===== src/rtl/decoder_pkg.sv =====
// Shared definitions for the 3-to-8 strobe decoder.
//   CODE_W   : width of the binary channel index
//   ONEHOT_W : width of the decoded strobe
//   CNT_W    : width of the hold/gap cycle counter
//   XFER_W   : width of the accepted-transfer counter
//   dec_state_t : IDLE (ready for a code), DRIVE (strobe held), GAP (forced zero)
package decoder_pkg;

  localparam int CODE_W   = 3;
  localparam int ONEHOT_W = 8;
  localparam int CNT_W    = 4;
  localparam int XFER_W   = 8;

  typedef enum logic [1:0] {
    IDLE  = 2'd0,
    DRIVE = 2'd1,
    GAP   = 2'd2
  } dec_state_t;

endpackage


===== src/rtl/strobe_decoder_3to8_if.sv =====
// Handshake and strobe bus of the 3-to-8 strobe decoder.
//   in_valid / in_ready : code handshake (master -> slave / slave -> master)
//   in_code, in_en      : channel index and enable, sampled on the accepting edge
//   out_onehot          : decoded strobe
//   out_valid, done     : strobe qualifier and last-cycle pulse
//   xfer_count          : number of accepted codes (wrapping)
interface strobe_decoder_3to8_if;
  import decoder_pkg::*;

  logic                in_valid;
  logic                in_ready;
  logic [CODE_W-1:0]   in_code;
  logic                in_en;
  logic [ONEHOT_W-1:0] out_onehot;
  logic                out_valid;
  logic                done;
  logic [XFER_W-1:0]   xfer_count;

  modport master (
    output in_valid, in_code, in_en,
    input  in_ready, out_onehot, out_valid, done, xfer_count
  );

  modport slave (
    input  in_valid, in_code, in_en,
    output in_ready, out_onehot, out_valid, done, xfer_count
  );

endinterface


===== src/rtl/decoder_3to8_comb.sv =====
// Purely combinational 3-to-8 decoder.
//   in : binary channel index
//   en : enable; when low the result is all-zero
//   y  : one-hot result (bit `in` set when enabled)
module decoder_3to8_comb
  import decoder_pkg::*;
(
  input  logic [CODE_W-1:0]   in,
  input  logic                en,
  output logic [ONEHOT_W-1:0] y
);

  localparam logic [ONEHOT_W-1:0] ONE = {{(ONEHOT_W-1){1'b0}}, 1'b1};

  // Shift a single set bit into the selected channel position.
  always_comb begin
    y = {ONEHOT_W{1'b0}};
    if (en) begin
      y = ONE << in;
    end else begin
      y = {ONEHOT_W{1'b0}};
    end
  end

endmodule


===== src/rtl/strobe_decoder_3to8.sv =====
// Registered 3-to-8 strobe decoder with a valid/ready input handshake.
// Each accepted code produces a one-hot strobe held for HOLD_CYCLES cycles,
// followed by GAP_CYCLES forced all-zero cycles before the next code can be
// accepted.
//   clk   : rising-edge clock
//   rst_n : asynchronous active-low reset
//   flush : synchronous abort back to IDLE (transfer counter preserved)
//   bus   : slave side of strobe_decoder_3to8_if
module strobe_decoder_3to8
  import decoder_pkg::*;
#(
  parameter int HOLD_CYCLES = 2,
  parameter int GAP_CYCLES  = 1
)
(
  input  logic                  clk,
  input  logic                  rst_n,
  input  logic                  flush,
  strobe_decoder_3to8_if.slave  bus
);

  if ((HOLD_CYCLES < 1) || (HOLD_CYCLES > 15)) begin : g_bad_hold
    $error("HOLD_CYCLES must be within 1..15");
  end
  if ((GAP_CYCLES < 0) || (GAP_CYCLES > 15)) begin : g_bad_gap
    $error("GAP_CYCLES must be within 0..15");
  end

  localparam logic [CNT_W-1:0] CNT_ZERO  = {CNT_W{1'b0}};
  localparam logic [CNT_W-1:0] CNT_ONE   = {{(CNT_W-1){1'b0}}, 1'b1};
  localparam logic [CNT_W-1:0] HOLD_LOAD = CNT_W'(HOLD_CYCLES - 1);
  localparam bit               HAS_GAP   = (GAP_CYCLES > 0);
  // Only used when HAS_GAP, so the GAP_CYCLES==0 underflow never matters.
  localparam logic [CNT_W-1:0] GAP_LOAD  = HAS_GAP ? CNT_W'(GAP_CYCLES - 1) : CNT_ZERO;
  localparam logic [ONEHOT_W-1:0] STROBE_ZERO = {ONEHOT_W{1'b0}};
  localparam logic [XFER_W-1:0]   XFER_ONE    = {{(XFER_W-1){1'b0}}, 1'b1};

  dec_state_t          state_r,      next_state_s;
  logic [CNT_W-1:0]    cnt_r,        next_cnt_s;
  logic [ONEHOT_W-1:0] strobe_r,     next_strobe_s;
  logic [XFER_W-1:0]   xfer_count_r, next_xfer_count_s;
  logic                valid_r,      next_valid_s;
  logic                done_r,       next_done_s;
  logic [ONEHOT_W-1:0] dec_y_s;
  logic                ready_s;

  decoder_3to8_comb u_dec (
    .in (bus.in_code),
    .en (bus.in_en),
    .y  (dec_y_s)
  );

  assign ready_s        = (state_r == IDLE) && !flush;
  assign bus.in_ready   = ready_s;
  assign bus.out_onehot = strobe_r;
  assign bus.out_valid  = valid_r;
  assign bus.done       = done_r;
  assign bus.xfer_count = xfer_count_r;

  // Next-state, counter and registered-output computation.
  always_comb begin
    next_state_s      = state_r;
    next_cnt_s        = cnt_r;
    next_strobe_s     = strobe_r;
    next_xfer_count_s = xfer_count_r;

    if (flush) begin
      next_state_s  = IDLE;
      next_cnt_s    = CNT_ZERO;
      next_strobe_s = STROBE_ZERO;
    end else begin
      case (state_r)
        IDLE: begin
          if (bus.in_valid) begin
            // ready_s is true here since flush is low and state is IDLE.
            next_state_s      = DRIVE;
            next_cnt_s        = HOLD_LOAD;
            next_strobe_s     = dec_y_s;
            next_xfer_count_s = xfer_count_r + XFER_ONE;
          end else begin
            next_strobe_s = STROBE_ZERO;
          end
        end
        DRIVE: begin
          if (cnt_r == CNT_ZERO) begin
            next_strobe_s = STROBE_ZERO;
            if (HAS_GAP) begin
              next_state_s = GAP;
              next_cnt_s   = GAP_LOAD;
            end else begin
              next_state_s = IDLE;
              next_cnt_s   = CNT_ZERO;
            end
          end else begin
            next_cnt_s = cnt_r - CNT_ONE;
          end
        end
        GAP: begin
          next_strobe_s = STROBE_ZERO;
          if (cnt_r == CNT_ZERO) begin
            next_state_s = IDLE;
          end else begin
            next_cnt_s = cnt_r - CNT_ONE;
          end
        end
        default: begin
          next_state_s  = IDLE;
          next_cnt_s    = CNT_ZERO;
          next_strobe_s = STROBE_ZERO;
        end
      endcase
    end

    // Outputs are registered, so derive them from where the FSM is heading:
    // done marks the DRIVE cycle whose counter value is zero.
    next_valid_s = (next_state_s == DRIVE);
    if (next_valid_s && (next_cnt_s == CNT_ZERO)) begin
      next_done_s = 1'b1;
    end else begin
      next_done_s = 1'b0;
    end
  end

  // State, counters and output registers.
  always_ff @(posedge clk or negedge rst_n) begin
    if (!rst_n) begin
      state_r      <= IDLE;
      cnt_r        <= CNT_ZERO;
      strobe_r     <= STROBE_ZERO;
      xfer_count_r <= {XFER_W{1'b0}};
      valid_r      <= 1'b0;
      done_r       <= 1'b0;
    end else begin
      state_r      <= next_state_s;
      cnt_r        <= next_cnt_s;
      strobe_r     <= next_strobe_s;
      xfer_count_r <= next_xfer_count_s;
      valid_r      <= next_valid_s;
      done_r       <= next_done_s;
    end
  end

endmodule


===== src/flat_wrapper.sv =====
// flat-port wrapper written by rule: the top's interface ports become plain ports
module strobe_decoder_3to8_flat import decoder_pkg::*;
#(
  parameter int HOLD_CYCLES = 2,
  parameter int GAP_CYCLES  = 1
)
  (clk, rst_n, flush, bus_in_valid, bus_in_code, bus_in_en, bus_in_ready, bus_out_onehot, bus_out_valid, bus_done, bus_xfer_count);
  strobe_decoder_3to8_if bus_i ();
  input  logic clk;
  input  logic rst_n;
  input  logic flush;
  input wire logic [$bits(bus_i.in_valid)-1:0] bus_in_valid;
  input wire logic [$bits(bus_i.in_code)-1:0] bus_in_code;
  input wire logic [$bits(bus_i.in_en)-1:0] bus_in_en;
  output wire logic [$bits(bus_i.in_ready)-1:0] bus_in_ready;
  output wire logic [$bits(bus_i.out_onehot)-1:0] bus_out_onehot;
  output wire logic [$bits(bus_i.out_valid)-1:0] bus_out_valid;
  output wire logic [$bits(bus_i.done)-1:0] bus_done;
  output wire logic [$bits(bus_i.xfer_count)-1:0] bus_xfer_count;
  assign bus_i.in_valid = bus_in_valid;
  assign bus_i.in_code = bus_in_code;
  assign bus_i.in_en = bus_in_en;
  assign bus_in_ready = bus_i.in_ready;
  assign bus_out_onehot = bus_i.out_onehot;
  assign bus_out_valid = bus_i.out_valid;
  assign bus_done = bus_i.done;
  assign bus_xfer_count = bus_i.xfer_count;
  strobe_decoder_3to8 #(.HOLD_CYCLES(HOLD_CYCLES), .GAP_CYCLES(GAP_CYCLES)) u_core (.clk(clk), .rst_n(rst_n), .flush(flush), .bus(bus_i));
endmodule

===== config.mk =====
export PLATFORM = sky130hd
export DESIGN_NAME = strobe_decoder_3to8_flat
export DESIGN_NICKNAME = d
export VERILOG_FILES = /design/src/rtl/decoder_pkg.sv /design/src/rtl/strobe_decoder_3to8_if.sv /design/src/rtl/decoder_3to8_comb.sv /design/src/rtl/strobe_decoder_3to8.sv /design/src/flat_wrapper.sv
export SDC_FILE = /design/constraint.sdc
export NUM_CORES = 1
export LEC_CHECK = 0
export ABC_AREA = 1
export CAP_MARGIN = 25
export CORE_MARGIN = 4
export CORE_UTILIZATION = 45
export DETAILED_ROUTE_END_ITERATION = 8
export PLACE_DENSITY = 0.72
export SYNTH_ARGS = -nofsm -noshare
export SYNTH_HDL_FRONTEND = slang
export SYNTH_SLANG_ARGS = --single-unit

===== constraint.sdc =====
create_clock -name clk -period 3 [get_ports clk]
set_input_delay 0.75 -clock clk [delete_from_list [all_inputs] [get_ports clk]]
set_output_delay 0.75 -clock clk [all_outputs]
set_load 0.03 [all_outputs]

# Yosys cells after proc, flatten, opt, wreduce, memory -nomap -nowiden
# Index checks and enable logic that the tools add are counted.
op_classes:
  add_sub_neg: 2
  n_eq_ne: 4
  shift: 1
  muxes: 16
  n_bitwise: 1
  reduce_logical: 7
ops:
  columns: ["cell", "n"]
  rows:
  - ["$mux W8", 4]
  - ["$mux W4", 4]
  - ["$pmux W8 S2", 1]
  - ["$pmux W4 S3", 1]
  - ["$add A8 B1 Y8 const B", 1]
  - ["$logic_not A4 Y1", 2]
  - ["$mux W2", 4]
  - ["$shl A1 B3 Y8 const A", 1]
  - ["$pmux W2 S3", 1]
  - ["$eq A2 B1 Y1 const B", 2]
  - ["$sub A4 B1 Y4 const B", 1]
  - ["$ne A3 B2 Y1 const B", 1]
  - ["$reduce_and A3 Y1", 1]
  - ["$eq A2 B2 Y1 const B", 1]
  - ["$logic_and A1 B1 Y1", 2]
  - ["$logic_not A2 Y1", 1]
  - ["$logic_not A1 Y1", 1]
  - ["$mux W1", 1]
  - ["$not A1 Y1", 1]
totals:
  reg_bits: 24
  input_bits: 8

# Depth between registers and ports, before layout
# Gate-level depths: netlist of the first run.
depth:
  word_depth: 7
  mapped_depth: 11

# Hierarchy
# From an unflattened synthesis of the first run, not the netlist that was laid out.
hier_totals:
  cells_unflattened: 160
  area_unflattened_um2: 1260.0
by_module_without_submodules:
  columns: ["module", "n_inst", "cells_per_inst", "area_each_um2", "seq_area_each_um2"]
  rows:
  - ["strobe_decoder_3to8", 1, 143, 1196.1, 600.6]
  - ["decoder_3to8_comb", 1, 17, 63.8, 0.0]

# Worst setup path before layout of the first run
# OpenSTA, ideal clock, no wires.
synth_path:
  path_type: "input to output"
  startpoint: "in flush"
  endpoint: "out bus_in_ready"
  arrival_time_ns: 1.402
  setup_slack_ns: 0.848
  cell_stages: 1
  path_buffers: 0
  path_cell_list: "nor3_1"
synth_via:
  elab_chain_cells: 2
synth_lines:
  columns: ["element", "line_no", "text"]
  rows:
  - ["start, declared", "flat_wrapper.sv:11", "input logic flush;"]
  - ["$logic_not A1 Y1", "strobe_decoder_3to8.sv:53", "assign ready_s = (state_r == IDLE) && !flush;"]
  - ["$logic_and A1 B1 Y1", "strobe_decoder_3to8.sv:53", null]
  - ["end, declared", "flat_wrapper.sv:15", "output wire logic [$bits(bus_i.in_ready)-1:0] bus_in_ready;"]
# No other way between the ends.

# Worst setup path after layout of the first run
# Same ends and word-level chain as after synthesis.

==> results of run 1 <==
## critical path, delay by kind of cell
family / cells / cell delay, ps
buffers and inverters: 2 / 1150
and+or+nand+nor: 1 / 150
## cell type report
type                            count  share of cell area, %
Timing Repair Buffer               27                   17.0
Clock buffer                        4                   2.30
Sequential cell                    24                   38.1
Inverter                           25                   6.12
Multi-Input combinational cell     97                   34.1
Tap cell                           30                   2.38
## worst paths after layout
path	start	end	slack [ps]	cells past startpoint
min in group asynchronous	rst_n	u_core.bus.out_onehot[1]$_DFFE_PN0P_	780	2
worst max-delay path	flush	bus_in_ready	200	3
worst min register to register	u_core.bus.xfer_count[7]$_DFFE_PN0P_	u_core.bus.xfer_count[7]$_DFFE_PN0P_	490	1
max in group asynchronous	rst_n	u_core.cnt_r[3]$_DFF_PN0_	1990	2
worst max register to register	u_core.cnt_r[0]$_DFF_PN0_	u_core.bus.done$_DFF_PN0_	1160	11
worst min-delay path	u_core.bus.xfer_count[7]$_DFFE_PN0P_	u_core.bus.xfer_count[7]$_DFFE_PN0P_	490	1
## cells in the final DEF (no fill, tap or decap), types with 2 or more instances in the layout
cell / instances
clkdlybuf4s50_1: 26
o31ai_1: 5
nand3_1: 10
nand2_2: 3
o21ai_0: 3
clkbuf_4: 3
dfrtp_1: 24
inv_1: 20
a21oi_1: 4
xor2_1: 5
inv_2: 3
nor2_1: 8
ha_1: 3
nor3_1: 2
nand2_1: 42
nor2_2: 3
nor2_4: 2
nand3_4: 2
xnor2_1: 3
## where the power goes
part / switching [uW] / internal, uW / leakage (uW)
Combinational: 262 / 178 / 0.000469
Clock: 93.1 / 74.1 / 0.0000210
Sequential: 64.1 / 384 / 0.000313
## metal layers
| layer | GRT usage [%] | vias to the layer above |
|---|---|---|
| met2 | 26.7 | 17 |
| met5 | 0 | - |
| met3 | 2.77 | 5 |
| met4 | 6.19 | 0 |
| met1 | 19.3 | 487 |
| li1 | - | 515 |
## sequential cells by signal, indices dropped and copies added, names as in the netlist
register               flops
u_core.bus.done            1
u_core.bus.out_onehot      8
u_core.bus.out_valid       1
u_core.bus.xfer_count      8
u_core.cnt_r               4
u_core.state_r             2
## cells by family (layout without fill, tap and decap cells)
| group | Yosys count | in the layout | share of synthesized area (%) |
|---|---|---|---|
| flip-flops | 24 | 24 | 48.2 |
| AND/OR/NAND/NOR | 74 | 74 | 28.6 |
| buffers and inverters | 26 | 56 | 8.64 |
| AO/OA/AOI/OAI | 12 | 12 | 5.83 |
| XOR/XNOR | 8 | 8 | 5.63 |
| adder cells (fa/ha/maj) | 3 | 3 | 3.02 |
## stage by stage
stage	utilization (%)	hold WS [ps]
finish	61.4	491
global route	61.4	511
CTS	61.4	495
detailed placement	59.9	475
global placement	59.9	461
floorplan	-	454
==> metrics, run 1 <==
initial antenna violation count 0; Slowest-stage cell, CP clkdlybuf4s50_1; critical path type input pin to output port; Worst-path clk slew 120 ps; CTS Root Buffer Type clkbuf_4; CP Max Fanout 3; Total GRT Usage 15.5%; GRT Residual Overflow 0; Placed Cells incl. Taps 203; Layout area overhead 26.5%; largest net degree at the start of global routing 25; DRT iter0 DRCs 30; Worst-Skew Late Latency 310 ps; met3 routed WL 90 microns; Post-CTS Setup Bufs 0; count leader, synth nand2_1; Cell Chain, Critical Path clkdlybuf4s50_1, nor3_1, clkdlybuf4s50_1; # rows 18; CTS max path bufs 2; Hold Crit Class flip-flop to flip-flop; drt drc 0; Storage cell area 601 sq um; most common flop cell mapped by yosys dfrtp_1; Final Hold Viols 0; Max Freq 0.358 GHz; WP data required 2250 ps; CORE AREA 2570 sq um; total of max-cap violations 0; Tmin final 2800 ps; commonest cells in the netlist 42 x nand2_1, 24 x dfrtp_1, 20 x inv_1, 10 x nand3_1, 8 x nor2_1; Area contributors post-synth dfrtp_1 48%, nand2_1 13%, inv_1 6.0%; Post-synth ARST share 100%; Setup Skew 5.34 ps; CP max stage delay 700 ps; Post-synth EDFFs 0; status complete, no violations; first drt pass iteration count 4; RSZ-0062 raised after global routing false; final setup margin 203 ps; Die Width 60.6 microns; Netlist cell types 22; DP Worst Slack 185 ps; wire per inst 11.6 microns; synthesized cell area 1240 sq um; peak supply drop 0.000514 V; IO buf count 26; Lkg Pwr 0.000803 uW; Fin Setup TNS 0 ps; height of the die 60.6 microns; top cell type by total area after synthesis dfrtp_1; # setup viols final 0; area of the multi-input gates 537 sq um; Routability Congestion 0.923; htree depth 1; Startpoint Class input pin; PwrDens 671 nW/um^2; vias in the first global route 1,039; cts hold-fix bufs 0; M1 wire length 1140 microns; DPL Wire Length 1840 microns; post-cts sizing count 0; Nets 189; max-slew violation count 0; Max Used Layer met4; Max transition margin 78.2%; ANT cells 0; via density per instance 4.95; Seq cells post-synth 24; fillers 231; first-pass GRT wire length 4340 microns; crit path DAT 2050 ps; post-route design area 1580 sq um; CTS Sinks 24; Area after DPL 1540 sq um; final total power 1060 uW; initial cell density of the core 48.5%; Layout Cells excl Fill 207; WL final 2410 microns; syn nets 158; Crit path top cell by count clkdlybuf4s50_1; CTS tree done; critical path capture point type output port; Via Count 1,024; Worst-Margin Slew 326 ps; area share of the largest cell type after synthesis 48.2%; Syn Inst Count 147; boundary pin count 27; TritonCTS Buffers 3; Post-DRT Antenna Nets 0; fin crit share 93.2%; Yosys warnings 0; Die ar. 3670 sq um; met2 routed WL 1140 microns; sequential element share of the synthesized area 48.2%; Mapped Avg Cell Area 8.47 sq um; share of layout cells above drive strength 1 10.7%
Note: power is estimated with default switching activity, not from simulation.
==> run 2, diff against run 1 <==
--- a/config.mk
+++ b/config.mk
@@ -11,6 +11,7 @@
 export CORE_UTILIZATION = 45
 export DETAILED_ROUTE_END_ITERATION = 8
 export PLACE_DENSITY = 0.72
+export SKIP_LAST_GASP = 1
 export SYNTH_ARGS = -nofsm -noshare
 export SYNTH_HDL_FRONTEND = slang
 export SYNTH_SLANG_ARGS = --single-unit
==> results of run 2 <==
Final layout, timing and power as in run 1 (identical DEF).
==> run 3, diff against run 2 <==
--- a/config.mk
+++ b/config.mk
@@ -5,12 +5,11 @@
 export SDC_FILE = /design/constraint.sdc
 export NUM_CORES = 1
 export LEC_CHECK = 0
-export ABC_AREA = 1
 export CAP_MARGIN = 25
 export CORE_MARGIN = 4
 export CORE_UTILIZATION = 45
 export DETAILED_ROUTE_END_ITERATION = 8
-export PLACE_DENSITY = 0.72
+export PLACE_DENSITY = 0.73
 export SKIP_LAST_GASP = 1
 export SYNTH_ARGS = -nofsm -noshare
 export SYNTH_HDL_FRONTEND = slang
==> run 3 against run 2 <==
  * Final cell count shrank 20%
  * Clock power grew 3%
  * Utilization shrank 1.3 points
  * Synthesized area shrank 7.5%
  * Critical path depth is the same
  * Critical endpoint unchanged
  * Largest power group unchanged
==> metrics, run 3 <==
Slowest-stage cell, CP clkdlybuf4s50_1; TritonCTS Buffers 3; Netlist cell types 36; Max Freq 0.408 GHz; fin util 60.0%; drt drc 0; area share of the largest cell type after synthesis 52.2%; initial antenna violation count 0; wire per inst 14.7 microns; Fin Setup TNS 0 ps; status complete, no violations; Nets 147; synthesized cell area 1150 sq um; Total GRT Usage 16.2%; Die Width 58.6 microns; post-cts sizing count 0; height of the die 58.6 microns; initial cell density of the core 46.9%; Hold Crit Class flip-flop to flip-flop; via density per instance 5.35; fillers 204; ANT cells 0; Worst-Margin Slew 364 ps; CP Max Fanout 7; first drt pass iteration count 4; area of the multi-input gates 508 sq um; cts hold-fix bufs 0; largest net degree at the start of global routing 25; # rows 18; Post-synth ARST share 100%; PwrDens 623 nW/um^2; Tmin final 2450 ps; Hold WS 485 ps; # setup viols final 0; CTS Root Buffer Type clkbuf_4; Setup Skew 1.17 ps; DPL Wire Length 1830 microns; CTS Sinks 24; Mapped Avg Cell Area 10.9 sq um; WP data required 2250 ps; Layout area overhead 28.0%; boundary pin count 27; Lkg Pwr 0.000641 uW; most common flop cell mapped by yosys dfrtp_1; Storage cell area 601 sq um; most frequent cells in the layout 25 x clkdlybuf4s50_1, 24 x dfrtp_1, 12 x nand2_1; total of max-cap violations 0; Post-synth EDFFs 0; first-pass GRT wire length 4240 microns; Worst-Skew Late Latency 310 ps; RSZ-0062 raised after global routing false; CTS max path bufs 2; CP bufs+invs 2; Die ar. 3430 sq um; Post-CTS Setup Bufs 0; CP max stage delay 550 ps; Seq cells post-synth 24; WL final 2420 microns; count leader, synth dfrtp_1; commonest cells in the netlist 24 x dfrtp_1, 12 x nand2_1, 7 x o21ai_0, 6 x nor3_1; Routability Congestion 0.875; Startpoint Class input pin; Cell Chain, Critical Path clkdlybuf4s50_1, nor3_1, buf_4; top cell type by total area after synthesis dfrtp_1; Worst-path clk slew 130 ps; CTS tree done; Layout Cells excl Fill 165; Final Hold Viols 0; Syn Inst Count 106; critical path capture point type output port; Via Count 882; Area contributors post-synth dfrtp_1 52%, nand2_1 3.9%, xnor2_1 3.8%; syn nets 117; peak supply drop 0.000477 V; max-slew violation count 0; vias in the first global route 958; htree depth 1; commonest non-fill, non-tap cell in the layout clkdlybuf4s50_1; share of layout cells above drive strength 1 13.3%; IO buf count 26; sequential element share of the synthesized area 52.2%; CP delay by family, top buffers and inverters; Placed Cells incl. Taps 161; fin crit share 81.8%; CORE AREA 2450 sq um; Max transition margin 75.7%; Yosys warnings 0; GRT Residual Overflow 0; critical path type input pin to output port; final total power 918 uW; Post-DRT Antenna Nets 0; DRT iter0 DRCs 52; crit path DAT 1700 ps
-- run 3: cell count changes in the layout (fill, tap and decap cells not counted), sizes merged, moves of 3 or more --
cell,change
o31ai,-3
nor3,+4
nand2b,+4
buf,+3
nor2,-8
nand2,-33
inv,-21
o21ai,+4
nand3,-9
-- run 3: path summary, 6_finish.rpt --
kind,from,end,slack (ps),depth (start not counted)
max in group asynchronous,rst_n,u_core.bus.done$_DFF_PN0_,2000,2
worst min-delay path,u_core.bus.xfer_count[7]$_DFFE_PN0P_,u_core.bus.xfer_count[7]$_DFFE_PN0P_,490,1
worst min register to register,u_core.bus.xfer_count[7]$_DFFE_PN0P_,u_core.bus.xfer_count[7]$_DFFE_PN0P_,490,1
min in group asynchronous,rst_n,u_core.state_r[1]$_DFF_PN0_,770,2
worst max register to register,u_core.cnt_r[0]$_DFF_PN0_,u_core.bus.done$_DFF_PN0_,970,9
worst max-delay path,flush,bus_in_ready,550,3
-- run 3: cells by family after synthesis --
kind of cell | synth area share, %
xor gates and xnor gates | 6.09
adders and majority gates | 3.26
AOI/OAI and AO/OA | 9.24
and+or+nand+nor | 24.6
muxes | 0.978
buffers and inverters | 3.69
DFF | 52.2
-- run 3: through the flow --
step | cell area, sq um | worst slack (ps)
final | 1470 | 547
after global routing | 1470 | 506
after CTS | 1470 | 525
after detailed placement | 1440 | 529
after global placement | 1440 | 601
after floorplan | 1150 | 848
-- run 3: layout make-up --
cell class	count	share of cell area [%]
tap	30	2.55
inverter	3	0.764
clock buffer	4	2.46
timing repair buffer	29	19.0
sequential	24	40.7
multi-input combinational	75	34.5
-- run 3: where the power goes --
group	leakage [uW]	internal, uW	switching, uW	total, uW
Sequential	0.000322	369	58.6	428
Clock	0.0000210	74.2	97.6	172
Combinational	0.000298	141	177	318
-- run 3: layer usage --
layer / vias up / share of wire (%) / track usage [%]
li1: 431 / - / -
met4: 0 / 1.3 / 7.12
met3: 4 / 4.9 / 4.17
met2: 18 / 52 / 28.4
met1: 429 / 42 / 18.5
met5: - / 0 / 0
